[src/rtl/alu_ctrl_decoder_if.sv]
// alu_ctrl_decoder_if: instruction-in / decoded-bundle-out handshake bundle (ALU_CTRL_STATS_EN adds the illegal counter)
interface alu_ctrl_decoder_if;
    logic        in_valid;
    logic        in_ready;
    logic [31:0] in_instr;
    logic        out_valid;
    logic        out_ready;
    logic [1:0]  out_op_type_1;
    logic [1:0]  out_op_type_2;
    logic        out_op_type_3;
    logic        out_is_signed;
    logic [1:0]  out_a_sel;
    logic [1:0]  out_b_sel;
    logic [31:0] out_imm;
    logic        out_illegal;
`ifdef ALU_CTRL_STATS_EN
    logic [15:0] out_illegal_cnt;
`endif
    modport master (
        output in_valid, in_instr, out_ready,
        input  in_ready, out_valid, out_op_type_1, out_op_type_2, out_op_type_3,
        input  out_is_signed, out_a_sel, out_b_sel, out_imm, out_illegal
`ifdef ALU_CTRL_STATS_EN
        , input out_illegal_cnt
`endif
    );
    modport slave (
        input  in_valid, in_instr, out_ready,
        output in_ready, out_valid, out_op_type_1, out_op_type_2, out_op_type_3,
        output out_is_signed, out_a_sel, out_b_sel, out_imm, out_illegal
`ifdef ALU_CTRL_STATS_EN
        , output out_illegal_cnt
`endif
    );
endinterface

[src/rtl/alu_ctrl_decoder.sv]
// alu_ctrl_decoder: registered MIPS-to-ALU-control decode stage with 1-entry skid buffer (ALU_CTRL_STATS_EN adds illegal counter)
module alu_ctrl_decoder #(
    parameter int SKID_EN_DEPTH = 1
) (
    input  logic clk,
    input  logic rst,
    alu_ctrl_decoder_if.slave bus
);
    typedef struct packed {
        logic        illegal;
        logic [1:0]  op1;
        logic [1:0]  op2;
        logic        op3;
        logic        sgn;
        logic [1:0]  a_sel;
        logic [1:0]  b_sel;
        logic [31:0] imm;
    } bundle_t;

    if (SKID_EN_DEPTH != 1) begin : g_bad_depth
        $error("alu_ctrl_decoder: only SKID_EN_DEPTH=1 is supported");
    end

    function automatic bundle_t mk(input logic [1:0] o1, input logic [1:0] o2, input logic o3,
                                   input logic s, input logic [1:0] a, input logic [1:0] b,
                                   input logic [31:0] imm);
        mk = {1'b0, o1, o2, o3, s, a, b, imm};
    endfunction

    bundle_t     dec, out_q, out_d, skid_q, skid_d;
    logic        out_valid_q, out_valid_d, skid_valid_q, skid_valid_d, in_ready_q, in_ready_d;
    logic        acc, drn;
    logic [5:0]  opc, fn;
    logic [31:0] sext, zext;

    assign opc  = bus.in_instr[31:26];
    assign fn   = bus.in_instr[5:0];
    assign sext = {{16{bus.in_instr[15]}}, bus.in_instr[15:0]};
    assign zext = {16'h0, bus.in_instr[15:0]};

    // Decode the offered instruction; anything unlisted is flagged illegal with all other fields zero.
    always_comb begin
        dec = '0;
        dec.illegal = 1'b1;
        case (opc)
            6'b000000: case (fn)
                6'b000000: dec = mk(2'd0, 2'd0, 1'b0, 1'b0, 2'd1, 2'd2, 32'h0);
                6'b000010: dec = mk(2'd0, {1'b0, bus.in_instr[21]}, 1'b1, 1'b0, 2'd1, 2'd2, 32'h0);
                6'b000011: dec = mk(2'd0, 2'd2, 1'b1, 1'b1, 2'd1, 2'd2, 32'h0);
                6'b000100: dec = mk(2'd0, 2'd0, 1'b0, 1'b0, 2'd1, 2'd3, 32'h0);
                6'b000110: dec = mk(2'd0, 2'd0, 1'b1, 1'b0, 2'd1, 2'd3, 32'h0);
                6'b000111: dec = mk(2'd0, 2'd2, 1'b1, 1'b1, 2'd1, 2'd3, 32'h0);
                6'b100000: dec = mk(2'd2, 2'd0, 1'b0, 1'b1, 2'd0, 2'd0, 32'h0);
                6'b100001: dec = mk(2'd2, 2'd0, 1'b0, 1'b0, 2'd0, 2'd0, 32'h0);
                6'b100010: dec = mk(2'd2, 2'd1, 1'b0, 1'b1, 2'd0, 2'd0, 32'h0);
                6'b100011: dec = mk(2'd2, 2'd1, 1'b0, 1'b0, 2'd0, 2'd0, 32'h0);
                6'b100100: dec = mk(2'd3, 2'd0, 1'b0, 1'b0, 2'd0, 2'd0, 32'h0);
                6'b100101: dec = mk(2'd3, 2'd1, 1'b0, 1'b0, 2'd0, 2'd0, 32'h0);
                6'b100111: dec = mk(2'd3, 2'd2, 1'b0, 1'b0, 2'd0, 2'd0, 32'h0);
                6'b100110: dec = mk(2'd3, 2'd3, 1'b0, 1'b0, 2'd0, 2'd0, 32'h0);
                6'b101010: dec = mk(2'd1, 2'd0, 1'b0, 1'b1, 2'd0, 2'd0, 32'h0);
                6'b101011: dec = mk(2'd1, 2'd0, 1'b0, 1'b0, 2'd0, 2'd0, 32'h0);
                default:   dec = dec;
            endcase
            6'b001000: dec = mk(2'd2, 2'd0, 1'b0, 1'b1, 2'd0, 2'd1, sext);
            6'b001001: dec = mk(2'd2, 2'd0, 1'b0, 1'b0, 2'd0, 2'd1, sext);
            6'b001010: dec = mk(2'd1, 2'd0, 1'b0, 1'b1, 2'd0, 2'd1, sext);
            6'b001011: dec = mk(2'd1, 2'd0, 1'b0, 1'b0, 2'd0, 2'd1, sext);
            6'b001100: dec = mk(2'd3, 2'd0, 1'b0, 1'b0, 2'd0, 2'd1, zext);
            6'b001101: dec = mk(2'd3, 2'd1, 1'b0, 1'b0, 2'd0, 2'd1, zext);
            6'b001110: dec = mk(2'd3, 2'd3, 1'b0, 1'b0, 2'd0, 2'd1, zext);
            6'b001111: dec = mk(2'd3, 2'd1, 1'b0, 1'b0, 2'd2, 2'd1, {bus.in_instr[15:0], 16'h0});
            default:   dec = dec;
        endcase
    end

    // Output register refills from skid first, else from the new decode; a stalled output diverts the accept into skid.
    // in_ready is registered as "skid will be empty", so a full skid can never see a second accept.
    always_comb begin
        acc          = bus.in_valid & in_ready_q;
        drn          = out_valid_q & bus.out_ready;
        out_valid_d  = out_valid_q;
        out_d        = out_q;
        skid_valid_d = skid_valid_q;
        skid_d       = skid_q;
        if (!out_valid_q || drn) begin
            out_valid_d  = skid_valid_q | acc;
            out_d        = skid_valid_q ? skid_q : acc ? dec : out_q;
            skid_valid_d = 1'b0;
        end else if (acc) begin
            skid_valid_d = 1'b1;
            skid_d       = dec;
        end
        in_ready_d = !skid_valid_d;
    end

    // Pipeline state; reset discards both entries and holds in_ready low until the first edge after release.
    always_ff @(posedge clk or posedge rst) begin
        if (rst) begin
            out_valid_q  <= 1'b0;
            out_q        <= '0;
            skid_valid_q <= 1'b0;
            skid_q       <= '0;
            in_ready_q   <= 1'b0;
        end else begin
            out_valid_q  <= out_valid_d;
            out_q        <= out_d;
            skid_valid_q <= skid_valid_d;
            skid_q       <= skid_d;
            in_ready_q   <= in_ready_d;
        end
    end

    assign bus.in_ready      = in_ready_q;
    assign bus.out_valid     = out_valid_q;
    assign bus.out_op_type_1 = out_q.op1;
    assign bus.out_op_type_2 = out_q.op2;
    assign bus.out_op_type_3 = out_q.op3;
    assign bus.out_is_signed = out_q.sgn;
    assign bus.out_a_sel     = out_q.a_sel;
    assign bus.out_b_sel     = out_q.b_sel;
    assign bus.out_imm       = out_q.imm;
    assign bus.out_illegal   = out_q.illegal;

`ifdef ALU_CTRL_STATS_EN
    logic [15:0] illegal_cnt_q, illegal_cnt_d;

    // Saturating count of illegal bundles actually consumed downstream.
    always_comb begin
        illegal_cnt_d = (drn && out_q.illegal && illegal_cnt_q != 16'hFFFF) ? illegal_cnt_q + 16'd1 : illegal_cnt_q;
    end

    // Counter register, cleared by reset.
    always_ff @(posedge clk or posedge rst) begin
        if (rst) illegal_cnt_q <= '0;
        else     illegal_cnt_q <= illegal_cnt_d;
    end

    assign bus.out_illegal_cnt = illegal_cnt_q;
`endif
endmodule

[src/flat_wrapper.sv]
// flat-port wrapper written by rule: the top's interface ports become plain ports
module alu_ctrl_decoder_flat 
#(
    parameter int SKID_EN_DEPTH = 1
)
  (clk, rst, bus_in_valid, bus_in_instr, bus_out_ready, bus_in_ready, bus_out_valid, bus_out_op_type_1, bus_out_op_type_2, bus_out_op_type_3, bus_out_is_signed, bus_out_a_sel, bus_out_b_sel, bus_out_imm, bus_out_illegal);
  alu_ctrl_decoder_if bus_i ();
  input  logic clk;
  input  logic rst;
  input wire logic [$bits(bus_i.in_valid)-1:0] bus_in_valid;
  input wire logic [$bits(bus_i.in_instr)-1:0] bus_in_instr;
  input wire logic [$bits(bus_i.out_ready)-1:0] bus_out_ready;
  output wire logic [$bits(bus_i.in_ready)-1:0] bus_in_ready;
  output wire logic [$bits(bus_i.out_valid)-1:0] bus_out_valid;
  output wire logic [$bits(bus_i.out_op_type_1)-1:0] bus_out_op_type_1;
  output wire logic [$bits(bus_i.out_op_type_2)-1:0] bus_out_op_type_2;
  output wire logic [$bits(bus_i.out_op_type_3)-1:0] bus_out_op_type_3;
  output wire logic [$bits(bus_i.out_is_signed)-1:0] bus_out_is_signed;
  output wire logic [$bits(bus_i.out_a_sel)-1:0] bus_out_a_sel;
  output wire logic [$bits(bus_i.out_b_sel)-1:0] bus_out_b_sel;
  output wire logic [$bits(bus_i.out_imm)-1:0] bus_out_imm;
  output wire logic [$bits(bus_i.out_illegal)-1:0] bus_out_illegal;
  assign bus_i.in_valid = bus_in_valid;
  assign bus_i.in_instr = bus_in_instr;
  assign bus_i.out_ready = bus_out_ready;
  assign bus_in_ready = bus_i.in_ready;
  assign bus_out_valid = bus_i.out_valid;
  assign bus_out_op_type_1 = bus_i.out_op_type_1;
  assign bus_out_op_type_2 = bus_i.out_op_type_2;
  assign bus_out_op_type_3 = bus_i.out_op_type_3;
  assign bus_out_is_signed = bus_i.out_is_signed;
  assign bus_out_a_sel = bus_i.out_a_sel;
  assign bus_out_b_sel = bus_i.out_b_sel;
  assign bus_out_imm = bus_i.out_imm;
  assign bus_out_illegal = bus_i.out_illegal;
  alu_ctrl_decoder #(.SKID_EN_DEPTH(SKID_EN_DEPTH)) u_core (.clk(clk), .rst(rst), .bus(bus_i));
endmodule
[config.mk]
export PLATFORM = sky130hd
export DESIGN_NAME = alu_ctrl_decoder_flat
export DESIGN_NICKNAME = d
export VERILOG_FILES = /design/src/rtl/alu_ctrl_decoder_if.sv /design/src/rtl/alu_ctrl_decoder.sv /design/src/flat_wrapper.sv
export SDC_FILE = /design/constraint.sdc
export NUM_CORES = 1
export LEC_CHECK = 0
export CAP_MARGIN = 20
export CORE_UTILIZATION = 40
export DETAILED_ROUTE_END_ITERATION = 10
export SKIP_CTS_REPAIR_TIMING = 1
export SYNTH_ARGS = -nofsm -noshare
export SYNTH_HDL_FRONTEND = slang
export SYNTH_SLANG_ARGS = --single-unit
[constraint.sdc]
create_clock -name clk -period 6.33 [get_ports clk]
set_clock_uncertainty 0.05 [all_clocks]
set_input_delay 0.9495 -clock clk [delete_from_list [all_inputs] [get_ports clk]]
set_output_delay 0.9495 -clock clk [all_outputs]
set_load 0.03 [all_outputs]
==> results, run 1 <==
- TritonCTS built the clock tree.
- Detailed placement finished with a half-perimeter wire length of 6052 microns.
- The mapped netlist covers between 4000 and 5000 sq um.
- The predominant post-synthesis flop cell is sky130_fd_sc_hd__dfrtp_1.
- The min-delay analysis places its worst path in the category reg2reg.
- The hold violation count in the final report is 0.
- Measured against its own limit, the worst slew margin works out to between 50% and 60%.
- Setup repair after global routing left no endpoint under its margin.
- The clock latency of the later-clocked register in the worst-skew pair is roughly 0.37 ns.
- The critical path capture point type is a flip-flop.
- Tracing the worst setup path back leads to its startpoint at bus_in_instr[28].
- The number of antenna violations at the first check in global routing is 0.
- The register bit count reported by yosys is 87.
- The effective utilization at floorplan is around two fifths.
- The share of synthesized flip-flops with an asynchronous set or reset is 100.0%.
- Setup slack closes at 3.002 ns.
- The critical path ends at u_core.bus.out_imm[20].
- The CTS H-tree depth is 3.
- The number of clock sinks is between 80 and 90.
- The final estimated routing congestion in global placement is 0.7931.
- The clock buffer count from CTS is 9.
- At the end of the flow, the number of nets in the layout was ~530.
- Entering global routing, the biggest net connects between 80 and 90 pins.
- In this run the power density over the cells is 260.3 nW/um^2.
- The average via count per standard cell is slightly above 5.
- The number of distinct library cells after synthesis is 40.
- The routed design could run at a clock period as short as approximately 3.3 ns.
- The startpoint identified for the worst register-to-register timing path is u_core.skid_valid_q.
- Timing analysis after detailed placement gives a worst setup slack of between 2 and 3 ns.
- Port buffering added between 70 and 80 buffers.
- The final critical path takes up ~53% of the cycle.
- The area growth from synthesis to final layout is 24.52%.
- The number of detailed-route iterations in the first pass is 4.
- The tool flagged a number of max-cap violations equal to 0.
- The remaining routing DRC violations is 0.
- The number of DRC violations after detailed-routing iteration 0 is 194.
- The number of placed I/O pins is 81.
- 0 antenna diodes ended up in the layout.
- The aggregate routed wire length is 9129 microns.
- The number of vias in the routed layout is 3221.
- The floorplan has 36 rows.
- Setup violations remaining at the end of the flow were counted as 0.
- The ratio of cells with drive above 1 in the final layout is 10.00%.
- The total area inside the core boundary comes to a little under 10000 sq um.
- Of all nets on the critical path, the largest fanout is 17.
- The total routing usage reported by global routing is between 10% and 20%.
- The number of nets produced by synthesis is about 480.
- The register-to-register setup slack is between 4 and 5 ns.
- The final setup TNS is 0 ns.
- The Yosys step of the flow raised 0 warnings.
- Of the synthesized area, sequential elements account for 54.14%.
- Clock-pin slew was measured on the worst setup and hold paths at approximately 0.090 ns.
- After detailed routing, the average wire length per cell comes to 14.42 microns.
- The remaining number of nets flagged by the antenna check after routing is 0.
- Data on the critical path is required at its endpoint by 6.59 ns.
- At the worst endpoint, the arrival time is ~3.6 ns.
- The reported leakage power is approximately 2.1 nW.
- At the pin with the least slew margin, the transition time is approximately 0.74 ns.
- The root buffer cell chosen for the clock tree is sky130_fd_sc_hd__clkbuf_8.
- The critical path in this run is classified as in2reg.
- No sink is reached through more buffers than the 2 on the longest clock path.
- The leftover overflow at the end of global routing is 0.
- The max-slew violation count is 0.
- The synthesized design contains 0 enable-type register cells.
- The number of instances in the synthesized netlist is 440.
- The path depth of the worst reg2reg path is 5.
- The first-pass GRT wire length is ~15000 microns.
- The total of fill cells in the finished design is about 950.
- The width of the die is about 100 microns.
- The via count of the first global-routing pass is 2882.
- The highest ir drop seen on vdd is ~0.00010 V.
- The floorplan step defined a die boundary enclosing 10460 sq um.
- The end of the worst register-to-register path is u_core.bus.out_op_type_2[1].
- In this run the vertical extent of the chip is 102.3 microns.
- Based on the critical path, the design can be clocked at up to between 300 and 400 MHz.
- In this run the mean area of a mapped cell was around 9 sq um.
- The worst setup path is launched from a primary input.
- The run finished with clean final reports.
-- state kept, by name, indices dropped and copies added (netlist names) --
name                      flops
u_core.skid_q                42
u_core.bus.out_imm           32
u_core.bus.out_a_sel          2
u_core.bus.out_op_type_1      2
u_core.bus.out_op_type_2      2
u_core.bus.in_ready           1
u_core.bus.out_b_sel          1
u_core.bus.out_illegal        1
u_core.bus.out_is_signed      1
u_core.bus.out_op_type_3      1
u_core.bus.out_valid          1
u_core.skid_valid_q           1
-- cell type report --
| type | count | area (sq um) | share of cell area (%) |
|---|---|---|---|
| inverters | 5 | 20.02 | 0.3998 |
| multi-input cells | 315 | 1684 | 33.63 |
| repair buffers | 77 | 755.7 | 15.09 |
| clock inverters | 7 | 78.83 | 1.574 |
| flip-flops and latches | 87 | 2178 | 43.50 |
| well taps | 133 | 166.4 | 3.323 |
| clock buffers | 9 | 123.9 | 2.474 |
-- logic make-up after synthesis --
family | Yosys count | synth area share, %
and+or+nand+nor | 160 | 17.98
AOI/OAI and AO/OA | 136 | 18.30
DFF | 87 | 54.14
buffers and inverters | 38 | 4.294
muxes | 19 | 5.289
-- cells in the mapped netlist, drive strengths merged, types with 2 or more instances --
cell type | number | area, sq um
buf | 9 | 63.81
nor3b | 2 | 26.28
nor2 | 32 | 122.6
clkbuf | 24 | 90.09
mux2 | 18 | 202.7
dfrtp | 87 | 2177
a21o | 2 | 15.01
o211ai | 3 | 22.52
nor2b | 4 | 25.02
inv | 4 | 15.01
a221oi | 2 | 17.52
nor4 | 2 | 33.78
a31oi | 5 | 31.28
nand3 | 24 | 120.1
nand2b | 5 | 31.28
o21ai | 75 | 375.4
a21oi | 41 | 205.2
or3 | 2 | 12.51
or4 | 2 | 15.01
nand2 | 84 | 315.3
-- report_power, final --
part           switching, mW  leakage [nW]  internal, mW
registers             0.0241          1.18         0.602
clock network          0.214         0.105         0.187
logic                  0.172         0.838         0.105
total                  0.410          2.12         0.894
-- worst min-delay path by stage --
| stage | endpoint | depth (start not counted) | startpoint | slack [ns] |
|---|---|---|---|---|
| after floorplan | u_core.skid_q[36] | 1 | u_core.skid_q[36] | 0.39 |
| after global placement | u_core.skid_q[36] | 1 | u_core.skid_q[36] | 0.40 |
| after detailed placement | u_core.skid_q[36] | 1 | u_core.skid_q[36] | 0.41 |
| after CTS | u_core.skid_q[36] | 1 | u_core.skid_q[36] | 0.43 |
| after global routing | u_core.skid_q[36] | 1 | u_core.skid_q[36] | 0.44 |
| final | u_core.bus.out_imm[0] | 2 | u_core.bus.out_imm[0] | 0.43 |
-- placed cells by master (no fill, tap or decap), drive strengths merged, types with 3 or more instances in the layout --
cell	netlist	layout
dfrtp	87	87
nand2	84	84
o21ai	75	75
clkdlybuf4s50	0	71
a21oi	41	41
nor2	32	32
nand3	24	24
mux2	18	18
clkbuf	24	9
buf	9	6
inv	4	6
nand2b	5	5
a31oi	5	5
clkinv	1	5
nor2b	4	4
o211ai	3	3
-- routing by layer --
layer  wire (microns)  global-route usage, %
met1             4608                  28.60
met2             4054                  26.23
met3              321                  2.189
met4              144                  8.462
met5                0                      0
-- critical path, stage by stage --
cell,delay (ns)
sky130_fd_sc_hd__clkdlybuf4s50_1,0.70
sky130_fd_sc_hd__nand3_1,0.57
sky130_fd_sc_hd__nor2_2,0.79
sky130_fd_sc_hd__a21oi_1,0.19
sky130_fd_sc_hd__o21ai_1,0.20
sky130_fd_sc_hd__mux2_2,0.18
-- per-stage QoR --
stage	instance area, sq um	utilization, %	total power [mW]	hold slack (ns)	cells
after floorplan	4021	-	0.8062	0.3940	440
after global routing	5007	51.23	1.364	0.4386	633
after detailed placement	4805	49.16	0.9159	0.4105	617
after global placement	4805	49.16	0.9117	0.4040	617
after CTS	5007	51.23	1.318	0.4319	633
final	5007	51.23	1.303	0.4313	633
Power figures use the tool's default switching activity.
==> run 2: changes to the inputs <==
Settings changed: PLACE_DENSITY set to 0.67.
Clock period 6.33 ns to 2.8 ns, I/O delays scaled along.
==> run 2 against run 1 <==
Compared with the run above: flip-flop and latch count is the same; count of clock-buffer cells in the layout grew 2; non-clock buffer count grew 9; total power grew 130%; wire length grew 2.1%; register-to-register slack lost 3.3 ns; core utilization grew 1.2 points; sequential power grew 130%; via count grew 2.6%; final area grew 2.3%; sequential share of layout area shrank 0.97 points; combinational power grew 130%; critical endpoint is now u_core.bus.out_imm[24].
==> results, run 2 (synthesized netlist as in run 1, its figures left out) <==
- The power dissipated by switching net loads is 0.8955 mW (+120%).
- The via count of the first global-routing pass is 3060 (+6.2%).
- The number of DRC violations after detailed-routing iteration 0 is 153 (-21%).
- The required time of the critical path came to 3.05 ns (-3.54 ns).
- The clock share of power was 32.0% (+1.2 points).
- The height of the chip is 102.3 microns (unchanged).
- Subtracting the final worst setup slack from the clock period gives 2.191 ns.
- The number of vias in the routed layout was 3304 (+2.6%).
- The placed instance count was 626 (+1.5%).
- The total routing usage reported by global routing is 19.68% (+1.0 points).
- The number of clock sinks is 87 (unchanged).
- STA classifies the critical path startpoint as a primary input.
- The number of port buffers is 71 (unchanged).
- The remaining number of nets flagged by the antenna check after routing is 0 (unchanged).
- The critical path capture point type is a flip-flop.
- The standard cell with the maximum stage delay on the critical path is sky130_fd_sc_hd__clkdlybuf4s50_1.
- The hold violation count in the final report is 0 (unchanged).
- The utilization after layout is 52.39% (+1.2 points).
- The reported leakage power is 2.182 nW (+3.0%).
- The first-pass GRT wire length is 15730 microns (+6.7%).
- The max-slew violation count is 0 (unchanged).
- The most frequent standard cell in the layout excluding fill and tap cells is sky130_fd_sc_hd__dfrtp_1.
- For this run, the top clock speed supported by timing is ~460 MHz.
- The ratio of cells with drive above 1 in the final layout came to 11.39% (+1.4 points).
- The worst-case headroom to the max-slew limit came to 68.89% (+18 points).
- The min-delay analysis places its worst path in the category in2async.
- The width of the die is 102.3 microns (unchanged).
- The sequential power share is 46.8% (-1.2 points).
- The setup path with the least slack is of type in2reg.
- The number of detailed-route iterations in the first pass is 4 (unchanged).
- The area growth from synthesis to layout is 27.35%.
- The clock-pin slew on the worst setup and hold paths is 0.09 ns (about the same).
- The most critical setup path has its startpoint at bus_in_instr[29].
- The startpoint of the worst register-to-register path is u_core.skid_valid_q.
- The effective utilization at floorplan is 41.14% (unchanged).
- The number of buffers on the longest clock path was 2 (unchanged).
- The average via count per standard cell is 5.146 (+1.1%).
- Traced cell by cell, the critical path runs through clkdlybuf4s50_1 > or3b_1 > nor3b_4 > buf_4 > a21oi_1 > o21ai_0 > mux2_2.
- The share of total power in combinational logic is 21.2% (about the same).
- The total half-perimeter wirelength after legalization and detailed placement is 6419 microns (+6.1%).
- The internal power contribution is 2.139 mW (+140%).
- The worst path arrival time is 2.44 ns (-1.15 ns).
- The register ranked first by flip-flop count is u_core.skid_q.
- The number of standard cells in the layout, taps in and fillers out is 642 (+1.4%).
- The final estimated routing congestion in global placement came to 0.8140 (+2.6%).
- The remaining routing DRC violations is 0 (unchanged).
- The highest ir drop seen on vdd is 0.0002263 V (+120%).
- The clock buffer count from CTS came to 9 (unchanged).
- The average wire per cell in the routed design was 14.52 microns (+0.68%).
- In the layout the commonest cells are sky130_fd_sc_hd__dfrtp_1, sky130_fd_sc_hd__nand2_1, sky130_fd_sc_hd__clkdlybuf4s50_1.
- The buffer type at the clock tree root is sky130_fd_sc_hd__clkbuf_8.
- The largest stage delay on the critical path was 0.57 ns (-0.22 ns).
- The switching part of the total is 29.51% (-1.9 points).
- The slew at the pin closest to its max-slew limit is 0.4661 ns (-0.2765 ns).
- Dividing the final minimum period by the clock period gives between 70% and 80%.
- The final count of negative-setup-slack endpoints came to 0 (unchanged).
- The leftover overflow at the end of global routing is 0 (unchanged).
- The areal power density over the cells is 592.6 nW/um^2 (+130%).
- The flip-flop count of the largest register after layout is 42 (unchanged).
- The CTS H-tree depth is 3 (unchanged).
- The core footprint is 9774 sq um (unchanged).
- Setup repair after global routing left no endpoint under its margin.
- The number of nets at the end of the flow is 540 (+1.7%).
- The maximum number of pins on one net before global-route repair was 65 (-20%).
- The aggregate routed wire length is 9322 microns (+2.1%).
- The area of the die is 10460 sq um (unchanged).
- The biggest fanout along the worst timing path is 15 (-2).
- The number of placed I/O pins is 81 (unchanged).
- The clock latency of the later-clocked register in the worst-skew pair was 0.35 ns (-0.02 ns).
- The max capacitance violation total is 0 (unchanged).
- The final antenna diode count is 0 (unchanged).
- The run finished with clean final reports.
- TritonCTS built the clock tree.
- The final setup TNS is 0 ns (unchanged).
- The number of cell rows came to 36 (unchanged).
- The number of antenna violations at the first check in global routing is 0 (unchanged).
==> run 2: cell types whose count changed in the layout (fill, tap and decap cells not counted) <==
| cell | before | now |
|---|---|---|
| sky130_fd_sc_hd__buf_12 | 0 | 2 |
| sky130_fd_sc_hd__clkbuf_8 | 9 | 10 |
| sky130_fd_sc_hd__bufinv_16 | 1 | 2 |
| sky130_fd_sc_hd__inv_6 | 3 | 0 |
| sky130_fd_sc_hd__clkbuf_1 | 0 | 1 |
| sky130_fd_sc_hd__buf_4 | 6 | 13 |
==> run 2: critical path, delay by kind of cell <==
kind / cells / cell delay [ns]
multiplexers: 1 / 0.19
AND/OR/NAND/NOR: 2 / 0.76
buffers and inverters: 2 / 0.81
AO/OA/AOI/OAI: 2 / 0.27
==> run 2: layout make-up <==
class	count	area, sq um
flip-flops and latches	87	2178
repair buffers	86	848.3
well taps	133	166.4
clock buffers	11	141.4
inverters	5	20.02
fillers	883	4653
clock inverters	5	82.58
multi-input cells	315	1684
==> run 2: worst paths after layout <==
path | endpoint | slack, ns | cells past startpoint
worst min-delay path | u_core.bus.out_b_sel[0] | 0.33 | 2
worst min register to register | u_core.bus.out_imm[2] | 0.43 | 2
min in group clk | u_core.bus.out_imm[2] | 0.43 | 2
max in group asynchronous | u_core.skid_q[29] | 1.69 | 3
worst max register to register | u_core.bus.out_is_signed | 0.97 | 7
worst max-delay path | u_core.bus.out_imm[24] | 0.61 | 7
==> run 2: stage by stage <==
stage / hold slack, ns / total power, mW / worst slack [ns] / instance area (sq um)
after CTS: 0.3317 / 3.058 / 0.6120 / 5121
after global placement: 0.4053 / 2.080 / 0.3115 / 4897
after global routing: 0.3746 / 3.174 / 0.5070 / 5121
after floorplan: 0.3940 / 1.823 / 0.07980 / 4021
after detailed placement: 0.4192 / 2.093 / 0.2398 / 4897
final: 0.3280 / 3.035 / 0.6089 / 5121
==> run 2: per-layer routing <==
layer	global-route usage (%)	up-vias	share of wire (%)
met5	0	-	0
met4	7.363	0	2.0
met3	4.856	13	6.4
met2	29.12	89	45
met1	27.96	1553	46
li1	-	1649	-
==> run 2: power by group through the flow <==
stage          combinational, mW  clock (mW)  sequential, mW
6_report                   0.644       0.972            1.42
5_1_grt                    0.700        1.04            1.43
4_1_cts                    0.650       0.988            1.42
3_5_place_dp               0.648           0            1.44
3_3_place_gp               0.639           0            1.44
2_1_floorplan              0.262           0            1.56
